==> src/rtl/stream_dedup_pkg.sv <==
// stream_dedup_pkg: shared definitions for the stream_dedup block.
//   - default width localparams for the data value and the run-length count
//   - stream_dedup_state_t: the dedup FSM states
// Optional feature macro used by the block: STREAM_DEDUP_COUNT_EN.
package stream_dedup_pkg;

   localparam int DEF_DATA_WIDTH  = 32;
   localparam int DEF_COUNT_WIDTH = 16;

   // EMPTY : nothing pending
   // HOLD  : a run value is pending in pend
   // FLUSH : upstream finished, pending run still to be emitted
   // DONE  : stream finished, waits for _start
   typedef enum logic [1:0] {
      EMPTY = 2'd0,
      HOLD  = 2'd1,
      FLUSH = 2'd2,
      DONE  = 2'd3
   } stream_dedup_state_t;

endpackage

==> src/rtl/stream_out_reg.sv <==
// stream_out_reg: one-entry output register for the dedup stream.
// Holds _0 (and _1 when STREAM_DEDUP_COUNT_EN is defined) plus _valid.
//   load  : capture load_0/load_1 and raise _valid (wins over the drop)
//   else  : _valid drops on an output beat (_valid && ready)
//   clear : synchronous clear of all contents
// Ports:
//   _clock, clear, load, ready      in
//   load_0 [DATA_WIDTH]             in   value to capture
//   load_1 [COUNT_WIDTH]            in   run length (count build only)
//   _0, _1, _valid                  out  registered output slot
//   slot_free                       out  !_valid || ready
// Configuration macro: STREAM_DEDUP_COUNT_EN.
module stream_out_reg
   import stream_dedup_pkg::*;
#(
   parameter int DATA_WIDTH = DEF_DATA_WIDTH
`ifdef STREAM_DEDUP_COUNT_EN
   , parameter int COUNT_WIDTH = DEF_COUNT_WIDTH
`endif
) (
   input  logic                         _clock,
   input  logic                         clear,
   input  logic                         load,
   input  logic                         ready,
   input  logic signed [DATA_WIDTH-1:0] load_0,
`ifdef STREAM_DEDUP_COUNT_EN
   input  logic [COUNT_WIDTH-1:0]       load_1,
   output logic [COUNT_WIDTH-1:0]       _1,
`endif
   output logic signed [DATA_WIDTH-1:0] _0,
   output logic                         _valid,
   output logic                         slot_free
);

   assign slot_free = !_valid || ready;

   always_ff @(posedge _clock) begin
      if (clear) begin
         _valid <= 1'b0;
         _0     <= '0;
`ifdef STREAM_DEDUP_COUNT_EN
         _1     <= '0;
`endif
      end else if (load) begin
         _valid <= 1'b1;
         _0     <= load_0;
`ifdef STREAM_DEDUP_COUNT_EN
         _1     <= load_1;
`endif
      end else if (_valid && ready) begin
         _valid <= 1'b0;
      end
   end

endmodule

==> src/rtl/stream_dedup.sv <==
// stream_dedup: collapses runs of consecutive equal values of a
// generator-style stream into one output value per run.
// Handshake: a beat happens on a posedge where valid && ready are both high;
// the producer holds its value stable until that beat, and the consumer's
// ready may change freely. _in_ready depends on _ready and state only.
// Ports:
//   _clock, _reset (sync, active high), _start (wins over _reset)   in
//   _in_0 [DATA_WIDTH], _in_valid, _in_done                      in  upstream
//   _in_ready                                                    out upstream
//   _ready                                                       in  downstream
//   _valid, _done, _0 [DATA_WIDTH], _1 [COUNT_WIDTH]             out downstream
//   _state                                                       out FSM state
// _1 and the run counter exist only when STREAM_DEDUP_COUNT_EN is defined.
module stream_dedup
   import stream_dedup_pkg::*;
#(
   parameter int DATA_WIDTH = DEF_DATA_WIDTH
`ifdef STREAM_DEDUP_COUNT_EN
   , parameter int COUNT_WIDTH = DEF_COUNT_WIDTH
`endif
) (
   input  logic                         _clock,
   input  logic                         _reset,
   input  logic                         _start,
   input  logic signed [DATA_WIDTH-1:0] _in_0,
   input  logic                         _in_valid,
   input  logic                         _in_done,
   output logic                         _in_ready,
   input  logic                         _ready,
   output logic                         _valid,
   output logic                         _done,
   output logic signed [DATA_WIDTH-1:0] _0,
`ifdef STREAM_DEDUP_COUNT_EN
   output logic [COUNT_WIDTH-1:0]       _1,
`endif
   output logic [1:0]                   _state
);

   stream_dedup_state_t          state, state_n;
   logic signed [DATA_WIDTH-1:0] pend, pend_n;
`ifdef STREAM_DEDUP_COUNT_EN
   logic [COUNT_WIDTH-1:0]       cnt, cnt_n;
`endif
   logic load;
   logic slot_free;
   logic in_beat;
   logic done_take;
   logic valid_n;
   logic done_q;

   assign _in_ready = ((state == EMPTY) || (state == HOLD)) && slot_free;
   assign in_beat   = _in_valid && _in_ready;
   // A done flag that arrives with a value only counts once that value is taken.
   assign done_take = _in_done && (!_in_valid || _in_ready);
   // _valid as it will be after this edge
   assign valid_n   = load || (_valid && !_ready);
   assign _done     = done_q;
   assign _state    = state;

   always_comb begin
      state_n = state;
      pend_n  = pend;
`ifdef STREAM_DEDUP_COUNT_EN
      cnt_n   = cnt;
`endif
      load    = 1'b0;
      case (state)
         EMPTY: begin
            if (in_beat) begin
               pend_n  = _in_0;
`ifdef STREAM_DEDUP_COUNT_EN
               cnt_n   = COUNT_WIDTH'(1);
`endif
               state_n = done_take ? FLUSH : HOLD;
            end else if (done_take) begin
               state_n = DONE;
            end
         end
         HOLD: begin
            if (in_beat) begin
               if (_in_0 == pend) begin
`ifdef STREAM_DEDUP_COUNT_EN
                  if (cnt != '1) cnt_n = cnt + 1'b1;
`endif
               end else begin
                  // emit the finished run, start a new one
                  load   = 1'b1;
                  pend_n = _in_0;
`ifdef STREAM_DEDUP_COUNT_EN
                  cnt_n  = COUNT_WIDTH'(1);
`endif
               end
            end
            if (done_take) state_n = FLUSH;
         end
         FLUSH: begin
            if (slot_free) begin
               load    = 1'b1;
               state_n = DONE;
            end
         end
         default: ;
      endcase
   end

   always_ff @(posedge _clock) begin
      if (_start) begin
         state  <= EMPTY;
         pend   <= '0;
`ifdef STREAM_DEDUP_COUNT_EN
         cnt    <= '0;
`endif
         done_q <= 1'b0;
      end else if (_reset) begin
         state  <= DONE;
         pend   <= '0;
`ifdef STREAM_DEDUP_COUNT_EN
         cnt    <= '0;
`endif
         done_q <= 1'b0;
      end else begin
         state  <= state_n;
         pend   <= pend_n;
`ifdef STREAM_DEDUP_COUNT_EN
         cnt    <= cnt_n;
`endif
         // done only once the final value has left the output slot
         done_q <= (state_n == DONE) && !valid_n;
      end
   end

   stream_out_reg #(
      .DATA_WIDTH (DATA_WIDTH)
`ifdef STREAM_DEDUP_COUNT_EN
      , .COUNT_WIDTH(COUNT_WIDTH)
`endif
   ) u_out (
      ._clock    (_clock),
      .clear     (_start || _reset),
      .load      (load),
      .ready     (_ready),
      .load_0    (pend),
`ifdef STREAM_DEDUP_COUNT_EN
      .load_1    (cnt),
      ._1        (_1),
`endif
      ._0        (_0),
      ._valid    (_valid),
      .slot_free (slot_free)
   );

endmodule
==> config.mk <==
export PLATFORM = sky130hd
export DESIGN_NAME = stream_dedup
export DESIGN_NICKNAME = d
export VERILOG_FILES = /design/src/rtl/stream_dedup_pkg.sv /design/src/rtl/stream_out_reg.sv /design/src/rtl/stream_dedup.sv
export SDC_FILE = /design/constraint.sdc
export NUM_CORES = 1
export LEC_CHECK = 0
export BUFFER_PORTS_ARGS = -buffer_cell sky130_fd_sc_hd__buf_2
export CAP_MARGIN = 20
export CORE_UTILIZATION = 32
export DETAILED_ROUTE_END_ITERATION = 10
export PLACE_DENSITY = 0.6
export SLEW_MARGIN = 20
export SYNTH_ARGS = -nofsm -noshare
export SYNTH_HDL_FRONTEND = slang
export SYNTH_SLANG_ARGS = --single-unit
==> constraint.sdc <==
create_clock -name _clock -period 2.96 [get_ports _clock]
set_input_delay 0.888 -clock _clock [delete_from_list [all_inputs] [get_ports _clock]]
set_output_delay 0.888 -clock _clock [all_outputs]
set_load 0.01 [all_outputs]
## Word level (Yosys, flattened, before mapping)

Index checks and enable logic that the tools add are counted.

- Flip-flop bits (word level): 68
- Input port bits: 38
- Output and inout port bits: 37

- Eq/ne operators: 7
- Mux-type cells: 17
- Reduce and logical (&&, ||, !) cells: 20

Operators with widths:

| kind | count |
|---|---|
| 32-bit two-way mux | 3 |
| 32-bit case mux with 2 select lines | 1 |
| 32-bit equality test | 1 |
| 2-bit two-way mux | 6 |
| 1-bit logical AND | 6 |
| 2-bit inequality test, second input constant | 3 |
| 2-bit case mux with 3 select lines | 1 |
| 1-bit logical OR | 5 |
| 1-bit two-way mux | 5 |
| 2-bit equality test, second input constant | 2 |
| 1-bit logical NOT | 4 |
| 4-bit AND reduction | 1 |
| 2-bit nonzero test | 2 |
| 2-bit by 1-bit equality test with 1-bit output, second input constant | 1 |
| 2-bit logical NOT | 1 |
| 1-bit case mux with 2 select lines | 1 |
| 2-bit OR reduction | 1 |

## Logic depth before layout (Yosys ltp)

- Depth in word-level cells: 10
- Gate-level depth with buffers: 9

## By module

A second synthesis with hierarchy kept.

- Cells, all modules: 464
- Area, all modules: 4057.6 sq um

Modules (own cells, without submodules):

| module | times used | cells an instance | area an instance (sq um) | sequential area each (sq um) |
|---|---|---|---|---|
| stream_dedup | 1 | 356 | 2852.7 | 700.7 |
| stream_out_reg | 1 | 108 | 1204.9 | 660.6 |

## Least setup slack after synthesis

Ideal clock, no wire load.

- Path type: input-to-reg
- Start: input _in_0[10]
- End: register pend[0]
- Setup time: 0.128 ns
- Arrival time: 2.094 ns
- Slack: 0.739 ns
- Stages on the path: 7
- Path buffers: 1
- Path through: xnor2_1 nand4_1 nor4_2 a31oi_2 buf_6 mux2i_1 nor2_1

- Longest elaborated chain between the ends: 3

Ends and longest elaborated chain:

| what | line | RTL |
|---|---|---|
| start: declaration | stream_dedup.sv:25 | `input logic signed [DATA_WIDTH-1:0] _in_0,` |
| 32-bit equality test | stream_dedup.sv:81 | `if (_in_0 == pend) begin` |
| 2-bit inequality test (no source line) | -- |  |
| 4-bit AND reduction (no source line) | -- |  |
| end signal: assignment | stream_dedup.sv:123 | `pend <= pend_n;` |
| end: declaration | stream_dedup.sv:40 | `logic signed [DATA_WIDTH-1:0] pend, pend_n;` |

Every way passes these cells.
A chain may end at the register's enable or synchronous reset.

## Worst setup path in the final report

- Start: register state[1], in the netlist _state[1]
- End: output _in_ready

- Longest elaborated chain between the ends: 3

Ends and longest elaborated chain:

| what | line | RTL |
|---|---|---|
| start: declaration | stream_dedup.sv:39 | `stream_dedup_state_t state, state_n;` |
| start signal: assignment | stream_dedup.sv:122 | `state <= state_n;` |
| 2-bit by 1-bit equality test with 1-bit output / 2-bit logical NOT (equally long branches) | stream_dedup.sv:51 | `assign _in_ready = ((state == EMPTY) \|\| (state == HOLD)) && slot_free;` |
| 1-bit logical OR (*) | stream_dedup.sv:51 |  |
| 1-bit logical AND (*) | stream_dedup.sv:51 |  |
| end: declaration | stream_dedup.sv:28 | `output logic _in_ready,` |

Every way passes the cells marked *; elsewhere a longest branch is shown, timed or not.

==> flow_results.org <==
** Worst setup path
- For this run, the slowest stage of the critical path takes 0.35 ns.
- Cell-by-cell trace of the critical path :: inv_1, ha_1, nor2_1, nor2_1, buf_2
- CP Class :: flip-flop to output pin
- Cell family with the largest share of critical-path delay :: flip-flops
- Critical-path cell with the highest stage delay :: dfxtp_1
- CP max FO :: 5
- STA classifies the critical path startpoint as a flip-flop.
- Data on the critical path is required at its endpoint by 2.07 ns.
- Cell seen most often among critical-path stages :: nor2_1
- Combined buffer and inverter count along the critical path :: 2
- Kind of capture point of the worst setup path :: output pin
- STA puts the critical path data arrival time at 1.59 ns.

** Clocking
- Total CTS buffers :: 9
- In this run the clock root is driven by a clkbuf_8.
- The number of setup buffers added after CTS is 0.
- Hold repair after CTS inserted 0 buffers.
- CTS tree :: yes
- Clock tree synthesis found a total of between 60 and 70 sinks.
- The H-tree generated during clock tree synthesis spans 3 levels.
- Bufs on Longest Clock Path :: 2
- Post-CTS repair changed the size of 0 cells.
- Clock latency at the later pin of the worst-skew pair :: 0.34 ns
- Clock slew at reported path FFs :: 0.07 ns

** Routing
- Vias per cell :: 4.80
- DR DRC count :: 0
- After detailed routing, the total wire length is 7.72 mm.
- Routed wire length per instance :: 14.3 um
- The routed layout has 2594 vias.
- The first detailed-routing pass ran for 4 iterations.
- In this run the remaining antenna-violating nets after routing total 0.
- DRT iter0 DRCs :: 139

** Timing
- The tightest hold path in the finished design has a slack of roughly 0.46 ns.
- The number of hold violations in the final report was 0.
- After routing, the total negative slack on setup checks comes to 0 ns.
- Min Clock Period, post-route :: 2.48 ns
- Remaining max-slew budget at the tightest pin :: 59.0%
- After layout, the worst path uses 83.7% of the clock period.
- Pin slew with the least headroom to its limit :: 0.616 ns
- Setup skew after layout :: 0.0102 ns
- Setup violations remaining at the end of the flow were counted as 0.
- Fmax :: ~400 MHz
- The max-slew violation total from the final report is 0.
- Unrepaired setup endpoints after global routing :: no

** Power and ir drop
- Across the VDD grid, the largest voltage drop is 0.222 mV.
- Total power divided by cell area :: 523 nW/um^2
- The analysis attributes to cell leakage a power of 1.43 nW.
- Total power after layout :: between 1.5 and 2 mW

** Synth
- Counting every net in the synthesized netlist gives 376.
- Post-synthesis register bit count :: a little under 70
- Yosys synthesis warning count :: 0
- Gate count of the mapped netlist :: 334
- Synthesized area per cell :: around 9.1 um^2
- The cell area that synthesis handed to floorplanning was 3040 um^2.
- Summing the sequential cell areas from Yosys gives 44.8% of the chip area.
- Number of distinct library cells after synthesis :: 35

** Layout
- After routing the design area is about 3800 um^2.
- The number of antenna diodes in the final layout is 0.
- Layout cell share with drive strength beyond 1 :: 26.5%
- Area grow syn2layout :: 23.4%
- Net count, final :: 450

** GRT
- For met2 alone, demand over resource in global routing was around 25%.
- Met1 routing resource usage after global routing :: 21.3%
- Global routing used 16.0% of the available tracks across all layers.
- Initial antenna violation count :: 0
- The first global-routing pass estimated 12.1 mm of wire.
- The layer flagged by global routing as most heavily used is met2.
- Pin count of the biggest net entering global routing :: 33
- Aggregate global routing overflow :: 0
- Vias in the first global route :: 2406
- Grt met3 use :: 4.15%

** Floorplanning
- The initial utilization of the core area, before any placement, comes to 32.9%.
- Horiz. Die Dim :: ~100 um
- Core region area :: 9240 um^2
- During I/O placement, the number of pins put on the boundary was 75.
- Vertical die dimension :: 99.5 um
- Area enclosed by the die boundary :: 9900 um^2
- The floorplan has 35 rows.

** Run status
- Result of the run :: finished, final reports clean

** Placement
- Input and output buffers added on the ports amount to 74.
- Total half-perimeter wirelength after legalization and detailed placement :: 5.59 mm
- Placed instance area :: 3580 um^2
- Placer congestion estimate :: 0.823

** Min path
- The min-delay analysis places its worst path in the category flip-flop to flip-flop.

** Run
- Max capacitance violation total :: 0
## worst register-to-register path, stage by stage (launching register included)
cell and delay [ns]:
dfxtp_1 0.35, inv_1 0.13, ha_1 0.32, nor2_1 0.10, nor2_1 0.18, nand2_1 0.15, a31oi_4 0.44, buf_4 0.25
mux2i_1 0.19, nor2_1 0.05
## layout make-up
class / instances / area [um^2]
sequential: 68 / 1360
tap: 129 / 161
clock inverter: 2 / 10.0
timing repair buffer: 87 / 493
clock buffer: 12 / 165
inverter: 3 / 11.3
multi-input combinational: 239 / 1550
fill: 965 / 5490
## placed cells by master (no fill, tap or decap), types with 3 or more instances in the layout
cell	synthesis	routed
nand3_1	34	34
nor2_1	40	40
inv_1	3	3
buf_4	4	11
mux2i_1	32	32
nand2_1	3	3
ha_1	4	4
o21ai_1	30	30
dfxtp_1	68	68
buf_2	2	74
clkbuf_8	0	12
xnor2_1	32	32
a21oi_1	34	34
nand4_1	8	8
## registers in the layout, indices dropped and copies added, names as in the netlist
| signal | count |
|---|---|
| u_out._valid | 1 |
| _state | 2 |
| u_out._0 | 32 |
| pend | 32 |
| _done | 1 |
## worst paths after layout
path	from	to	slack, ns	depth (start not counted)
max	_state[1]	_in_ready	0.48	5
min	u_out._0[4]	u_out._0[4]	0.46	2
max reg2reg	_state[1]	pend[28]	0.67	9
min reg2reg	u_out._0[4]	u_out._0[4]	0.46	2
## per-layer routing
layer	part of all wire [%]	vias to the layer above
li1	-	1313
met2	45	64
met4	1.3	0
met1	49	1205
met5	0	-
met3	4.6	12
## power by group
| part | internal (mW) | switching, mW | total [mW] |
|---|---|---|---|
| clock | 0.361 | 0.332 | 0.692 |
| sequential | 0.936 | 0.0192 | 0.955 |
| combinational | 0.137 | 0.179 | 0.316 |
## synthesized netlist by cell type
master,instances,area share [%]
nor2b_1,1,0.21
a21oi_1,34,5.6
ha_1,4,1.6
xnor2_1,32,9.2
mux2i_1,32,11
nand3_1,34,5.6
buf_4,4,0.99
buf_6,3,1.1
a211oi_1,1,0.25
mux2_2,1,0.37
nand4_1,8,1.6
a31oi_2,1,0.41
nor2_1,40,4.9
nand2b_1,1,0.21
o21ai_0,2,0.33
o22a_1,1,0.29
and4_1,1,0.29
or2_2,1,0.21
nand2_1,3,0.37
dfxtp_1,68,45
a31oi_1,1,0.21
o211ai_1,1,0.25
o21ai_1,30,4.9
a211o_1,1,0.29
clkbuf_1,15,1.9
buf_2,2,0.33
a22oi_1,1,0.25
inv_1,3,0.37
a21boi_1,1,0.25
a21bo_1,1,0.33
nand3b_1,1,0.25
and3_1,1,0.21
nor4_2,2,0.82
nor4b_2,1,0.49
a21boi_0,1,0.25
## cells by family after synthesis
logic type | Yosys count | synth area share, %
and+or+nand+nor | 94 | 15.2
DFF | 68 | 44.8
buffers and inverters | 27 | 4.65
muxes | 33 | 10.9
AOI/OAI and AO/OA | 76 | 13.6
adders and majority gates | 4 | 1.65
xor gates and xnor gates | 32 | 9.21
## metrics by stage
stage                     worst slack, ns  util, %  cells
after floorplan                     0.739        -    334
after global placement              0.329     38.7    526
after detailed placement            0.302     38.7    526
after CTS                           0.502     40.6    540
after global routing                0.417     40.6    540
final                               0.483     40.6    540
Note: power is estimated with default switching activity, not from simulation.
